File: src/rtl/div_pkg.sv
// Shared definitions for the iterative divider: FSM state type and the default
// operand width. Optional feature macro used by div_unit: DIV_SIGNED_EN.
package div_pkg;

   // Default operand/result width in bits.
   localparam int unsigned DivWidthDefault = 32;

   // Divider control states.
   typedef enum logic [1:0] {
      StIdle   = 2'd0,
      StRun    = 2'd1,
      StFinish = 2'd2
   } divState_e;

endpackage

File: src/rtl/div_step.sv
// One combinational restoring-division step: shift the partial remainder left
// by one, bring in the next dividend bit, and subtract the divisor when that
// does not borrow. The partial remainder is WIDTH+1 bits wide so the compare
// never sees a truncated value.
module div_step
   import div_pkg::*;
#(
   parameter int unsigned WIDTH = DivWidthDefault
) (
   input  logic [WIDTH:0]   remIn,
   input  logic             dvdBit,
   input  logic [WIDTH-1:0] divisor,
   output logic [WIDTH:0]   remOut,
   output logic             qBit
);

   logic [WIDTH+1:0] shifted;
   logic [WIDTH+1:0] diff;

   // Trial subtraction; the top bit of the difference is the borrow.
   always_comb begin
      shifted = {remIn, dvdBit};
      diff    = shifted - {2'b00, divisor};
      qBit    = ~diff[WIDTH+1];
      remOut  = qBit ? diff[WIDTH:0] : shifted[WIDTH:0];
   end

endmodule

File: src/rtl/div_unit.sv
// Multi-cycle restoring divider. A start in IDLE with a non-zero divisor runs
// WIDTH restoring steps and updates hi (remainder) / lo (quotient) with a
// one-cycle done pulse; a zero divisor instead pulses div0 and leaves hi/lo
// untouched. Define DIV_SIGNED_EN for two's-complement signed division
// (quotient toward zero, remainder follows the dividend's sign); otherwise
// operands are treated as unsigned. Latency is the same in both builds.
module div_unit
   import div_pkg::*;
#(
   parameter int unsigned WIDTH = DivWidthDefault
) (
   input  logic             clk,
   input  logic             reset,
   input  logic             start,
   input  logic [WIDTH-1:0] a,
   input  logic [WIDTH-1:0] b,
   output logic [WIDTH-1:0] hi,
   output logic [WIDTH-1:0] lo,
   output logic             busy,
   output logic             done,
   output logic             div0
);

   localparam int unsigned CntW = $clog2(WIDTH + 1);

   divState_e        stateQ;
   logic [CntW-1:0]  countQ;
   logic [WIDTH:0]   remQ;
   // Dividend bits shift out of the top while quotient bits shift in below.
   logic [WIDTH-1:0] dvdQ;
   logic [WIDTH-1:0] dsrQ;

   logic [WIDTH:0]   remNext;
   logic             qBit;
   logic [WIDTH-1:0] quotRaw;
   logic [WIDTH-1:0] remRaw;
   logic [WIDTH-1:0] quotFinal;
   logic [WIDTH-1:0] remFinal;
   logic [WIDTH-1:0] aMag;
   logic [WIDTH-1:0] bMag;

   div_step #(
      .WIDTH (WIDTH)
   ) uStep (
      .remIn   (remQ),
      .dvdBit  (dvdQ[WIDTH-1]),
      .divisor (dsrQ),
      .remOut  (remNext),
      .qBit    (qBit)
   );

   // Raw result of the last step, valid on the final RUN cycle.
   always_comb begin
      quotRaw = {dvdQ[WIDTH-2:0], qBit};
      remRaw  = remNext[WIDTH-1:0];
   end

`ifdef DIV_SIGNED_EN
   logic negQuotQ;
   logic negRemQ;

   // Operand magnitudes; the most negative value maps onto itself, which is
   // the correct unsigned magnitude 2^(WIDTH-1).
   always_comb begin
      aMag = a[WIDTH-1] ? -a : a;
      bMag = b[WIDTH-1] ? -b : b;
   end

   // Remember the result signs of the accepted operands.
   always_ff @(posedge clk) begin
      if (reset) begin
         negQuotQ <= 1'b0;
         negRemQ  <= 1'b0;
      end else if (stateQ == StIdle && start) begin
         negQuotQ <= a[WIDTH-1] ^ b[WIDTH-1];
         negRemQ  <= a[WIDTH-1];
      end
   end

   // Sign correction of the unsigned magnitudes.
   always_comb begin
      quotFinal = negQuotQ ? -quotRaw : quotRaw;
      remFinal  = negRemQ  ? -remRaw  : remRaw;
   end
`else
   // Unsigned build: operands and results pass through unchanged.
   always_comb begin
      aMag      = a;
      bMag      = b;
      quotFinal = quotRaw;
      remFinal  = remRaw;
   end
`endif

   // Control FSM with registered busy/done/div0 and result registers.
   // The last RUN step writes the corrected result so that done and the new
   // hi/lo appear together in the FINISH cycle; busy drops when leaving FINISH.
   always_ff @(posedge clk) begin
      if (reset) begin
         stateQ <= StIdle;
         countQ <= '0;
         remQ   <= '0;
         dvdQ   <= '0;
         dsrQ   <= '0;
         hi     <= '0;
         lo     <= '0;
         busy   <= 1'b0;
         done   <= 1'b0;
         div0   <= 1'b0;
      end else begin
         done <= 1'b0;
         div0 <= 1'b0;
         unique case (stateQ)
            StIdle: begin
               if (start) begin
                  if (b == '0) begin
                     div0 <= 1'b1;
                  end else begin
                     remQ   <= '0;
                     dvdQ   <= aMag;
                     dsrQ   <= bMag;
                     countQ <= CntW'(WIDTH);
                     busy   <= 1'b1;
                     stateQ <= StRun;
                  end
               end
            end
            StRun: begin
               remQ   <= remNext;
               dvdQ   <= quotRaw;
               countQ <= countQ - CntW'(1);
               if (countQ == CntW'(1)) begin
                  hi     <= remFinal;
                  lo     <= quotFinal;
                  done   <= 1'b1;
                  stateQ <= StFinish;
               end
            end
            StFinish: begin
               busy   <= 1'b0;
               stateQ <= StIdle;
            end
            default: begin
               busy   <= 1'b0;
               stateQ <= StIdle;
            end
         endcase
      end
   end

endmodule

File: config.mk
export PLATFORM = sky130hd
export DESIGN_NAME = div_unit
export DESIGN_NICKNAME = d
export VERILOG_FILES = /design/src/rtl/div_pkg.sv /design/src/rtl/div_step.sv /design/src/rtl/div_unit.sv
export SDC_FILE = /design/constraint.sdc
export NUM_CORES = 1
export LEC_CHECK = 0
export CAP_MARGIN = 20
export CORE_UTILIZATION = 45
export CTS_CLUSTER_SIZE = 25
export DETAILED_ROUTE_END_ITERATION = 6
export GPL_TIMING_DRIVEN = 0
export PLACE_DENSITY_LB_ADDON = 0.25
export RECOVER_POWER = 100
export SYNTH_ARGS = -nofsm -noshare
export SYNTH_HDL_FRONTEND = slang
export SYNTH_HIERARCHICAL = 1
export SYNTH_SLANG_ARGS = --single-unit
File: constraint.sdc
create_clock -name clk -period 9.3 [get_ports clk]
set_input_delay 2.325 -clock clk [delete_from_list [all_inputs] [get_ports clk]]
set_output_delay 2.325 -clock clk [all_outputs]
set_load 0.02 [all_outputs]
==> results by group, run 1 <==
Logic synthesis
  • Synth async-reset ratio: 0%
  • Number of synthesized flops with an enable pin: 0
  • Count leader, synth: nand2_1
  • Top cells by area, synth: dfxtp_1, a21oi_1, nand2_1, mux2i_1, ha_1
  • Sequential area share after synthesis: 35.04%
  • Synth Net Count: 1,298
  • Cell taking the most area after synthesis: dfxtp_1
  • Flops & latches, synth: 172
  • Yosys cell types: 62
  • Post-synth top area share: 35.04%
  • Main synth FF type: dfxtp_1
  • Synthesized instance count: 1,196
  • Yosys warning count: 6
  • Most frequent cells after synthesis: nand2_1, dfxtp_1, a21oi_1
  • Syn avg cell area: 8.218 um2
  • Synthesized area: 9828 um2

Setup path
  • Data required, critical path: 9.60 ns
  • R2r setup slk: 4.80 ns
  • Setup crit end kind: flip-flop
  • Largest fanout on the critical path: 10
  • Nature of the critical path startpoint: primary input
  • Critical Path AT: 5.31 ns
  • Worst setup path class: primary input to flip-flop
  • Worst R2R End: remQ[14]
  • R2R cell count: 16
  • R2r startpoint: dsrQ[7]

Floorplanning
  • Core area: 21,220 um2
  • Top Ports: 134
  • Die area: 22,440 um2
  • Starting Density: 46.31%
  • Row count: 53
  • Die Span Y: 149.8 um
  • Die width: 149.8 um

Cells and area
  • Share of cells above drive strength 1: 4.415%
  • Area Overhead vs Synth: 21.92%
  • Final #Nets: 1,448
  • Area of the multi-input gates: 5779 um2
  • Antenna cell count: 0
  • Final Core Density: 56.47%
  • Fillers: 2,070
  • FF+latch area: 3443 um2

Clock tree
  • H-tree depth: 4
  • Clock sink total: 172
  • CTS tree: built
  • Post-CTS Resized: 0
  • CTS Root Cell: clkbuf_16
  • Setup Fix Bufs, Post-CTS: 0
  • Clk slew on worst S/H paths: 0.07 ns
  • Post-cts hold buffer count: 0
  • Worst-skew pair later-pin latency: 0.43 ns
  • Total CTS buffers: 17
  • Clock Tree Buf Depth: 2

Placement
  • Detail Placement HPWL: 19,380 um
  • PortBufs: 131
  • Placer Congestion: 0.9162

Global route
  • GRT Resource Usage Total: 24.20%
  • First-pass GRT wire length: 43,240 um
  • Antenna violations before repair: 0
  • Vias in the first global route: 8,634
  • Pin count of the biggest net entering global routing: 17
  • GRT Residual Overflow: 0

Timing
  • Tcrit/Tclk final: 53.91%
  • Slew Viols, Final: 0
  • Min Tclk post-route: 5.013 ns
  • Skew final: 0.008467 ns
  • Max Freq: 0.1995 GHz
  • Final Setup Violations: 0
  • Setup TNS: 0 ns
  • Final hold vios: 0
  • Hold WS: 0.4520 ns
  • RSZ-0062 raised after global routing: no
  • Slew margin rel.: 51.79%
  • Worst Tran Pin Value: 0.7231 ns

Power and ir drop
  • Clock Power Share: 31.9%
  • Max IR drop VDD: 0.1130 mV
  • Pwr Total: 2.210 mW
  • Combinational fraction of design power: 31.7%
  • P_sw: 0.7350 mW
  • Int Pwr: 1.475 mW
  • Leakage: 4.729 nW
  • Power Dens Cells: 184.4 nW/um2
  • Sequential power share: 36.4%
  • Switching Fraction: 33.26%

Drt
  • Vias: 8,979
  • Drt pass-1 iters: 5
  • Initial DRC count: 717
  • Via/cell ratio: 5.495
  • Post-route ant nets: 0
  • WL per Instance: 16.28 um
  • Number of remaining DRC errors: 0
  • DRT Wirelength: 26,600 um

Worst hold path
  • Worst hold path endpoint: hi[3]
  • Path category of the worst min-delay check: flip-flop to flip-flop
  • Hold path startpoint: hi[3]
  • WHS Path Cells: 2

Status
  • Status: completed

Job
  • Total of max-cap violations: 0
## routing by layer
metal  track usage [%]  vias to the layer above  wire length, um
met5                 0                        -                0
met4             6.919                        0              455
met3             4.604                       32             1425
met2             40.30                      248            12550
met1             31.66                     4187            12170
li1                  -                     4512                -
## sequential cells by signal, indices dropped and copies added, names as in the netlist
| name | count |
|---|---|
| remQ | 33 |
| dvdQ | 32 |
| done | 1 |
| countQ | 6 |
| dsrQ | 32 |
| busy | 1 |
| lo | 32 |
| hi | 32 |
| div0 | 1 |
| stateQ | 2 |
## layout make-up
| type | instances | share of cell area [%] |
|---|---|---|
| sequential | 172 | 28.74 |
| timing repair buffer | 131 | 10.94 |
| buffer | 96 | 3.164 |
| multi-input combinational | 889 | 48.23 |
| inverter | 39 | 1.222 |
| tap | 275 | 2.871 |
| clock inverter | 11 | 0.9084 |
| clock buffer | 21 | 3.926 |
## cell families after synthesis
group                      synth area share (%)
muxes                                     9.675
DFF                                       35.03
and+or+nand+nor                           22.41
adders and majority gates                 4.532
buffers and inverters                     5.729
xor gates and xnor gates                  2.673
AOI/OAI and AO/OA                         19.95
## worst max path at each step
| stage | startpoint | to | slack [ns] |
|---|---|---|---|
| final | b[15] | countQ[1] | 4.29 |
| after global routing | b[15] | countQ[1] | 4.00 |
| after detailed placement | b[15] | div0 | 4.60 |
| after global placement | b[15] | div0 | 4.60 |
| after floorplan | b[18] | countQ[1] | 5.63 |
| after CTS | b[15] | div0 | 5.05 |
## per-stage QoR
stage	instances	setup WS (ns)	instance area [um2]
after global routing	1634	4.001	11980
final	1634	4.287	11980
after CTS	1634	5.051	12060
after detailed placement	1602	4.604	11480
after global placement	1602	4.603	11480
after floorplan	1196	5.628	9828
## power by group through the flow
| stage | Combinational, mW | Clock [mW] | Sequential, mW |
|---|---|---|---|
| 2_1_floorplan | 0.539 | 0 | 0.814 |
| 3_3_place_gp | 0.703 | 0 | 0.820 |
| 3_5_place_dp | 0.707 | 0 | 0.821 |
| 4_1_cts | 0.714 | 0.716 | 0.805 |
| 5_1_grt | 0.768 | 0.752 | 0.810 |
| 6_report | 0.700 | 0.705 | 0.805 |
## cell usage in the layout, fill, tap and decap left out, types with 5 or more instances in the layout
| master | netlist | layout |
|---|---|---|
| nor2b_1 | 9 | 9 |
| nor4_2 | 8 | 7 |
| clkinvlp_4 | 0 | 6 |
| nor3_1 | 42 | 42 |
| mux2i_1 | 68 | 68 |
| o31ai_1 | 7 | 8 |
| nor2_1 | 24 | 24 |
| nand2b_1 | 68 | 68 |
| mux2_1 | 20 | 20 |
| xnor2_1 | 19 | 19 |
| a211oi_1 | 37 | 38 |
| nand3b_1 | 32 | 32 |
| ha_1 | 34 | 34 |
| buf_2 | 18 | 12 |
| and2_1 | 30 | 30 |
| clkbuf_1 | 68 | 81 |
| dlygate4sd3_1 | 0 | 68 |
| o21a_1 | 5 | 5 |
| clkdlybuf4s50_1 | 0 | 63 |
| inv_1 | 39 | 39 |
| a21o_1 | 25 | 25 |
| dfxtp_1 | 172 | 172 |
| o21bai_1 | 5 | 5 |
| clkbuf_16 | 0 | 17 |
| a2111oi_0 | 32 | 33 |
| xor2_1 | 11 | 11 |
| o21ai_0 | 12 | 12 |
| a21oi_1 | 160 | 160 |
| nand2_1 | 184 | 184 |
| nand4_1 | 6 | 7 |
## critical path: stages
cell           delay, ns
dlygate4sd3_1       0.56
nor4_1              0.45
nand4_1             0.51
o21ba_1             0.33
clkbuf_1            0.26
clkbuf_1            0.38
a2111oi_0           0.49
Note: power is estimated with default switching activity, not from simulation.
==> inputs of run 2 (changes only) <==
- clock period: 9.3 -> 4.6 ns (I/O delays scaled with it)
==> results by group, run 2 (synthesis gave the netlist of run 1 again) <==
Power and ir drop
  • Leakage: 4.745 nW (+0.34%)
  • Power Dens Cells: 372.9 nW/um2 (+100%)
  • Max IR drop VDD: 0.2270 mV (+100%)
  • Pwr Total: 4.473 mW (+100%)

Cells and area
  • Share of cells above drive strength 1: 4.415% (unchanged)
  • Commonest cells after routing, fill and taps aside: nand2_1, dfxtp_1, a21oi_1
  • Largest register by flop count: remQ
  • Area Overhead vs Synth: 22.08%
  • Commonest non-fill, non-tap cell in the layout: nand2_1
  • Final instance area: 12,000 um2 (+0.13%)
  • Final #Nets: 1,448 (unchanged)
  • Number of flip-flops in the largest register: 33 (unchanged)
  • Antenna cell count: 0 (unchanged)

Setup path
  • Largest fanout on the critical path: 10 (unchanged)
  • Worst path max stage delay: 0.56 ns (about the same)
  • R2r setup slk: 0.83 ns (-3.97 ns)
  • Critical-path cell list: dlygate4sd3_1 > nor4_1 > nand4_1 > o21ba_1 > clkbuf_1 > clkbuf_1 > a2111oi_0
  • Most used cell, CP: clkbuf_1
  • Setup crit end kind: flip-flop
  • R2r startpoint: dsrQ[14]
  • Slowest CP cell: dlygate4sd3_1
  • R2R cell count: 15 (-1)
  • Nature of the critical path startpoint: primary input
  • Critical Path AT: 4.14 ns (-1.17 ns)
  • Data required, critical path: 4.90 ns (-4.70 ns)
  • Worst R2R End: remQ[14]
  • Worst setup path class: primary input to flip-flop

Floorplanning
  • Starting Density: 46.31% (unchanged)
  • Die Span Y: 149.8 um (unchanged)
  • Die area: 22,440 um2 (unchanged)
  • Die width: 149.8 um (unchanged)
  • Core area: 21,220 um2 (unchanged)
  • Row count: 53 (unchanged)
  • Top Ports: 134 (unchanged)

Drt
  • Vias: 8,968 (-0.12%)
  • Post-route ant nets: 0 (unchanged)
  • DRT Wirelength: 26,590 um (about the same)
  • Drt pass-1 iters: 7 (+2)
  • WL per Instance: 16.27 um (about the same)
  • Number of remaining DRC errors: 0 (unchanged)
  • Via/cell ratio: 5.488 (-0.12%)
  • Initial DRC count: 626 (-13%)

Worst hold path
  • WHS Path Cells: 2 (unchanged)
  • Path category of the worst min-delay check: flip-flop to flip-flop
  • Hold path startpoint: hi[3]
  • Worst hold path endpoint: hi[3]

Clock tree
  • Clk slew on worst S/H paths: 0.07 ns (about the same)
  • Total CTS buffers: 17 (unchanged)
  • CTS tree: built
  • Post-CTS Resized: 0 (unchanged)
  • Setup Fix Bufs, Post-CTS: 0 (unchanged)
  • Clock Tree Buf Depth: 2 (unchanged)
  • CTS Root Cell: clkbuf_16
  • Post-cts hold buffer count: 0 (unchanged)
  • H-tree depth: 4 (unchanged)
  • Clock sink total: 172 (unchanged)
  • Worst-skew pair later-pin latency: 0.43 ns (about the same)

Global route
  • Antenna violations before repair: 0 (unchanged)
  • First-pass GRT wire length: 43,240 um (unchanged)
  • GRT Resource Usage Total: 24.20% (unchanged)
  • Pin count of the biggest net entering global routing: 17 (unchanged)
  • GRT Residual Overflow: 0 (unchanged)
  • Vias in the first global route: 8,634 (unchanged)

Placement
  • DP Worst Slack: 1.058 ns (-3.545 ns)
  • PortBufs: 131 (unchanged)
  • DP Area: 11,480 um2 (unchanged)
  • Placer Congestion: 0.9162 (unchanged)
  • Detail Placement HPWL: 19,380 um (unchanged)

Timing
  • RSZ-0062 raised after global routing: no
  • Skew final: 0.009244 ns (+0.0007764 ns)
  • Setup TNS: 0 ns (unchanged)
  • Min Tclk post-route: 3.846 ns
  • Worst Tran Pin Value: 0.7278 ns (+0.004669 ns)
  • Tcrit/Tclk final: 83.62%
  • Final Setup Violations: 0 (unchanged)
  • Slew margin rel.: 51.48% (-0.31 points)
  • Slew Viols, Final: 0 (unchanged)
  • Final setup margin: 0.7536 ns (-3.533 ns)
  • Final hold vios: 0 (unchanged)
  • Max Freq: 0.2600 GHz

Job
  • Total of max-cap violations: 0 (unchanged)

Status
  • Status: completed
[run 2: cell types whose count changed in the layout (fill, tap and decap cells not counted), sizes merged]
cell	delta
clkbuf	-3
buf	+3
[run 2: worst max path at each step]
stage,cells past startpoint,from,endpoint,slack [ns]
finish,7,b[15],countQ[1],0.75
global route,7,b[15],countQ[1],0.48
CTS,16,dsrQ[7],dvdQ[0],1.04
detailed placement,16,dsrQ[7],dvdQ[0],1.06
global placement,7,b[15],div0,1.08
floorplan,16,dsrQ[6],dvdQ[0],1.54
[run 2: power by group]
part           leakage, nW  internal (mW)  switching, mW  total [mW]
registers             1.40           1.56         0.0636        1.63
clock network        0.266          0.795          0.627        1.42
logic                 3.08          0.635          0.789        1.42
total                 4.74           2.99           1.48        4.47
[run 2: routing by layer]
layer / track usage [%] / wire length, um / vias to the layer above
met5: 0 / 0 / -
met4: 6.919 / 429 / 0
met3: 4.604 / 1428 / 27
met2: 40.30 / 12620 / 246
met1: 31.66 / 12110 / 4186
li1: - / - / 4509
[run 2: per-stage QoR]
stage	std cells	utilization (%)	hold WS [ns]
2_1_floorplan	1196	-	0.4434
4_1_cts	1634	56.85	0.4576
3_3_place_gp	1602	54.12	0.4411
5_1_grt	1634	56.54	0.4707
6_report	1634	56.54	0.4519
3_5_place_dp	1602	54.12	0.4487
[run 2: final cells by class]
class	instances	area (um2)
Fill cell	2066	9223
Multi-Input combinational cell	889	5779
Sequential cell	172	3443
Timing Repair Buffer	131	1311
Clock buffer	21	470.5
Buffer	96	394.1
Tap cell	275	344.1
Inverter	39	146.4
Clock inverter	11	108.9
[run 2: worst max-delay path: cells and delay by family]
family	cells	cell delay [ns]
buffers and inverters	3	1.20
and+or+nand+nor	2	0.97
AOI/OAI and AO/OA	2	0.82
==> inputs of run 3 (changes only) <==
- clock period: 4.6 -> 3.88 ns (I/O delays scaled with it)
==> results by group, run 3 (synthesis gave the netlist of run 1 again) <==
Status
  • Status: completed

Cells and area
  • Number of flip-flops in the largest register: 33 (unchanged)
  • Final #Nets: 1,448 (unchanged)
  • Commonest cells after routing, fill and taps aside: nand2_1, dfxtp_1, a21oi_1
  • Antenna cell count: 0 (unchanged)
  • Area Overhead vs Synth: 22.30%
  • Commonest non-fill, non-tap cell in the layout: nand2_1
  • Largest register by flop count: remQ
  • Share of cells above drive strength 1: 4.562% (+0.15 points)
  • Final instance area: 12,020 um2 (+0.19%)

Drt
  • DRT Wirelength: 26,590 um (about the same)
  • Number of remaining DRC errors: 0 (unchanged)
  • WL per Instance: 16.27 um (about the same)
  • Initial DRC count: 555 (-11%)
  • Via/cell ratio: 5.474 (-0.27%)
  • Post-route ant nets: 0 (unchanged)
  • Drt pass-1 iters: 5 (-2)
  • Vias: 8,944 (-0.27%)

Setup path
  • Critical Path AT: 3.91 ns (-0.23 ns)
  • Data required, critical path: 4.18 ns (-0.72 ns)
  • Largest fanout on the critical path: 10 (unchanged)
  • Worst R2R End: remQ[31]
  • Setup crit end kind: flip-flop
  • R2r setup slk: 0.26 ns (-0.57 ns)
  • R2R cell count: 14 (-1)
  • Nature of the critical path startpoint: flip-flop
  • Worst setup path class: flip-flop to flip-flop
  • R2r startpoint: dsrQ[7]

Clock tree
  • Post-CTS Resized: 0 (unchanged)
  • Post-cts hold buffer count: 0 (unchanged)
  • Setup Fix Bufs, Post-CTS: 0 (unchanged)
  • Total CTS buffers: 17 (unchanged)
  • Clock sink total: 172 (unchanged)
  • Worst-skew pair later-pin latency: 0.43 ns (about the same)
  • Clock Tree Buf Depth: 2 (unchanged)
  • CTS tree: built
  • Clk slew on worst S/H paths: 0.07 ns (about the same)
  • CTS Root Cell: clkbuf_16
  • H-tree depth: 4 (unchanged)

Job
  • Total of max-cap violations: 0 (unchanged)

Timing
  • Final hold vios: 0 (unchanged)
  • Setup TNS: 0 ns (unchanged)
  • Max Freq: 0.2764 GHz
  • RSZ-0062 raised after global routing: no
  • Skew final: 0.009674 ns (+0.0004306 ns)
  • Min Tclk post-route: 3.618 ns
  • Final Setup Violations: 0 (unchanged)
  • Hold WS: 0.4520 ns (+0.00008300 ns)
  • Worst Tran Pin Value: 0.7646 ns (+0.03682 ns)
  • Slew Viols, Final: 0 (unchanged)
  • Slew margin rel.: 49.03% (-2.5 points)
  • Tcrit/Tclk final: 93.25%

Placement
  • Detail Placement HPWL: 19,380 um (unchanged)
  • Placer Congestion: 0.9162 (unchanged)
  • PortBufs: 131 (unchanged)
  • DP Area: 11,480 um2 (unchanged)

Worst hold path
  • WHS Path Cells: 2 (unchanged)
  • Hold path startpoint: hi[3]
  • Path category of the worst min-delay check: flip-flop to flip-flop
  • Worst hold path endpoint: hi[3]

Power and ir drop
  • Power Dens Cells: 442.9 nW/um2 (+19%)
  • Switching Fraction: 33.26% (+0.19 points)
  • Leakage: 4.742 nW (about the same)
  • Clock Power Share: 31.7% (about the same)
  • Int Pwr: 3.553 mW (+19%)
  • Combinational fraction of design power: 32.0% (+0.2 points)
  • Sequential power share: 36.2% (-0.2 points)
  • Max IR drop VDD: 0.2695 mV (+19%)
  • P_sw: 1.771 mW (+20%)

Global route
  • Antenna violations before repair: 0 (unchanged)
  • Met2 Resource Use GR: 40.30% (unchanged)
  • GRT Resource Usage Total: 24.20% (unchanged)
  • Met3 Use GR: 4.604% (unchanged)
  • Pin count of the biggest net entering global routing: 17 (unchanged)
  • Vias in the first global route: 8,634 (unchanged)
  • Met1 usage: 31.66% (unchanged)
  • GRT Residual Overflow: 0 (unchanged)
  • First-pass GRT wire length: 43,240 um (unchanged)
  • Gr busiest metal: met2

Floorplanning
  • Row count: 53 (unchanged)
  • Die area: 22,440 um2 (unchanged)
  • Top Ports: 134 (unchanged)
  • Die width: 149.8 um (unchanged)
  • Starting Density: 46.31% (unchanged)
  • Die Span Y: 149.8 um (unchanged)
  • Core area: 21,220 um2 (unchanged)
## run 3: cell types whose count changed in the layout (fill, tap and decap cells not counted), moves of 2 or more
cell,before,now
buf_4,3,1
buf_2,12,10
clkbuf_2,0,2
clkbuf_1,78,80
## run 3: worst max-delay path: stages (launching register included)
cell and delay [ns]:
dfxtp_1 0.35, inv_1 0.06, ha_1 0.26, clkbuf_1 0.25, a21oi_1 0.12, or3_1 0.38
a21oi_1 0.31, o31ai_1 0.14, and3_4 0.22, o31ai_4 0.18, xor2_1 0.24, clkbuf_2 0.33
mux2_1 0.42, mux2i_1 0.17, nor3_1 0.06
## run 3: per-stage QoR
step	cells	utilization (%)	power, mW	setup slack [ns]
3_5_place_dp	1602	54.12	3.662	0.3384
2_1_floorplan	1196	-	3.244	0.8192
3_3_place_gp	1602	54.12	3.651	0.3673
6_report	1634	56.65	5.324	0.2619
5_1_grt	1634	56.65	5.616	0.03945
4_1_cts	1634	56.85	5.356	0.3185
## run 3: cell type report
class / instances / area (um2)
fill: 2066 / 9200
multi-input combinational: 889 / 5809
sequential: 172 / 3443
timing repair buffer: 131 / 1311
clock buffer: 21 / 470.5
buffer: 96 / 386.6
tap: 275 / 344.1
inverter: 39 / 146.4
clock inverter: 11 / 108.9
## run 3: power by group through the flow
| stage | clock (mW) | combinational (mW) | sequential [mW] |
|---|---|---|---|
| detailed placement | 0 | 1.69 | 1.97 |
| finish | 1.69 | 1.71 | 1.93 |
| global placement | 0 | 1.69 | 1.96 |
| floorplan | 0 | 1.29 | 1.95 |
| CTS | 1.72 | 1.71 | 1.93 |
| global route | 1.80 | 1.87 | 1.94 |
## run 3: worst max path at each step
stage,slack [ns],endpoint,from
after global routing,0.04,remQ[31],dsrQ[6]
after global placement,0.37,dvdQ[0],dsrQ[7]
after detailed placement,0.34,dvdQ[0],dsrQ[7]
final,0.26,remQ[31],dsrQ[7]
after CTS,0.32,dvdQ[0],dsrQ[7]
after floorplan,0.82,dvdQ[0],dsrQ[6]
## run 3: metal layers
metal,vias to the layer above,share of wire [%]
li1,4513,-
met1,4167,46
met2,236,47
met3,28,5.3
met4,0,1.6
met5,-,0
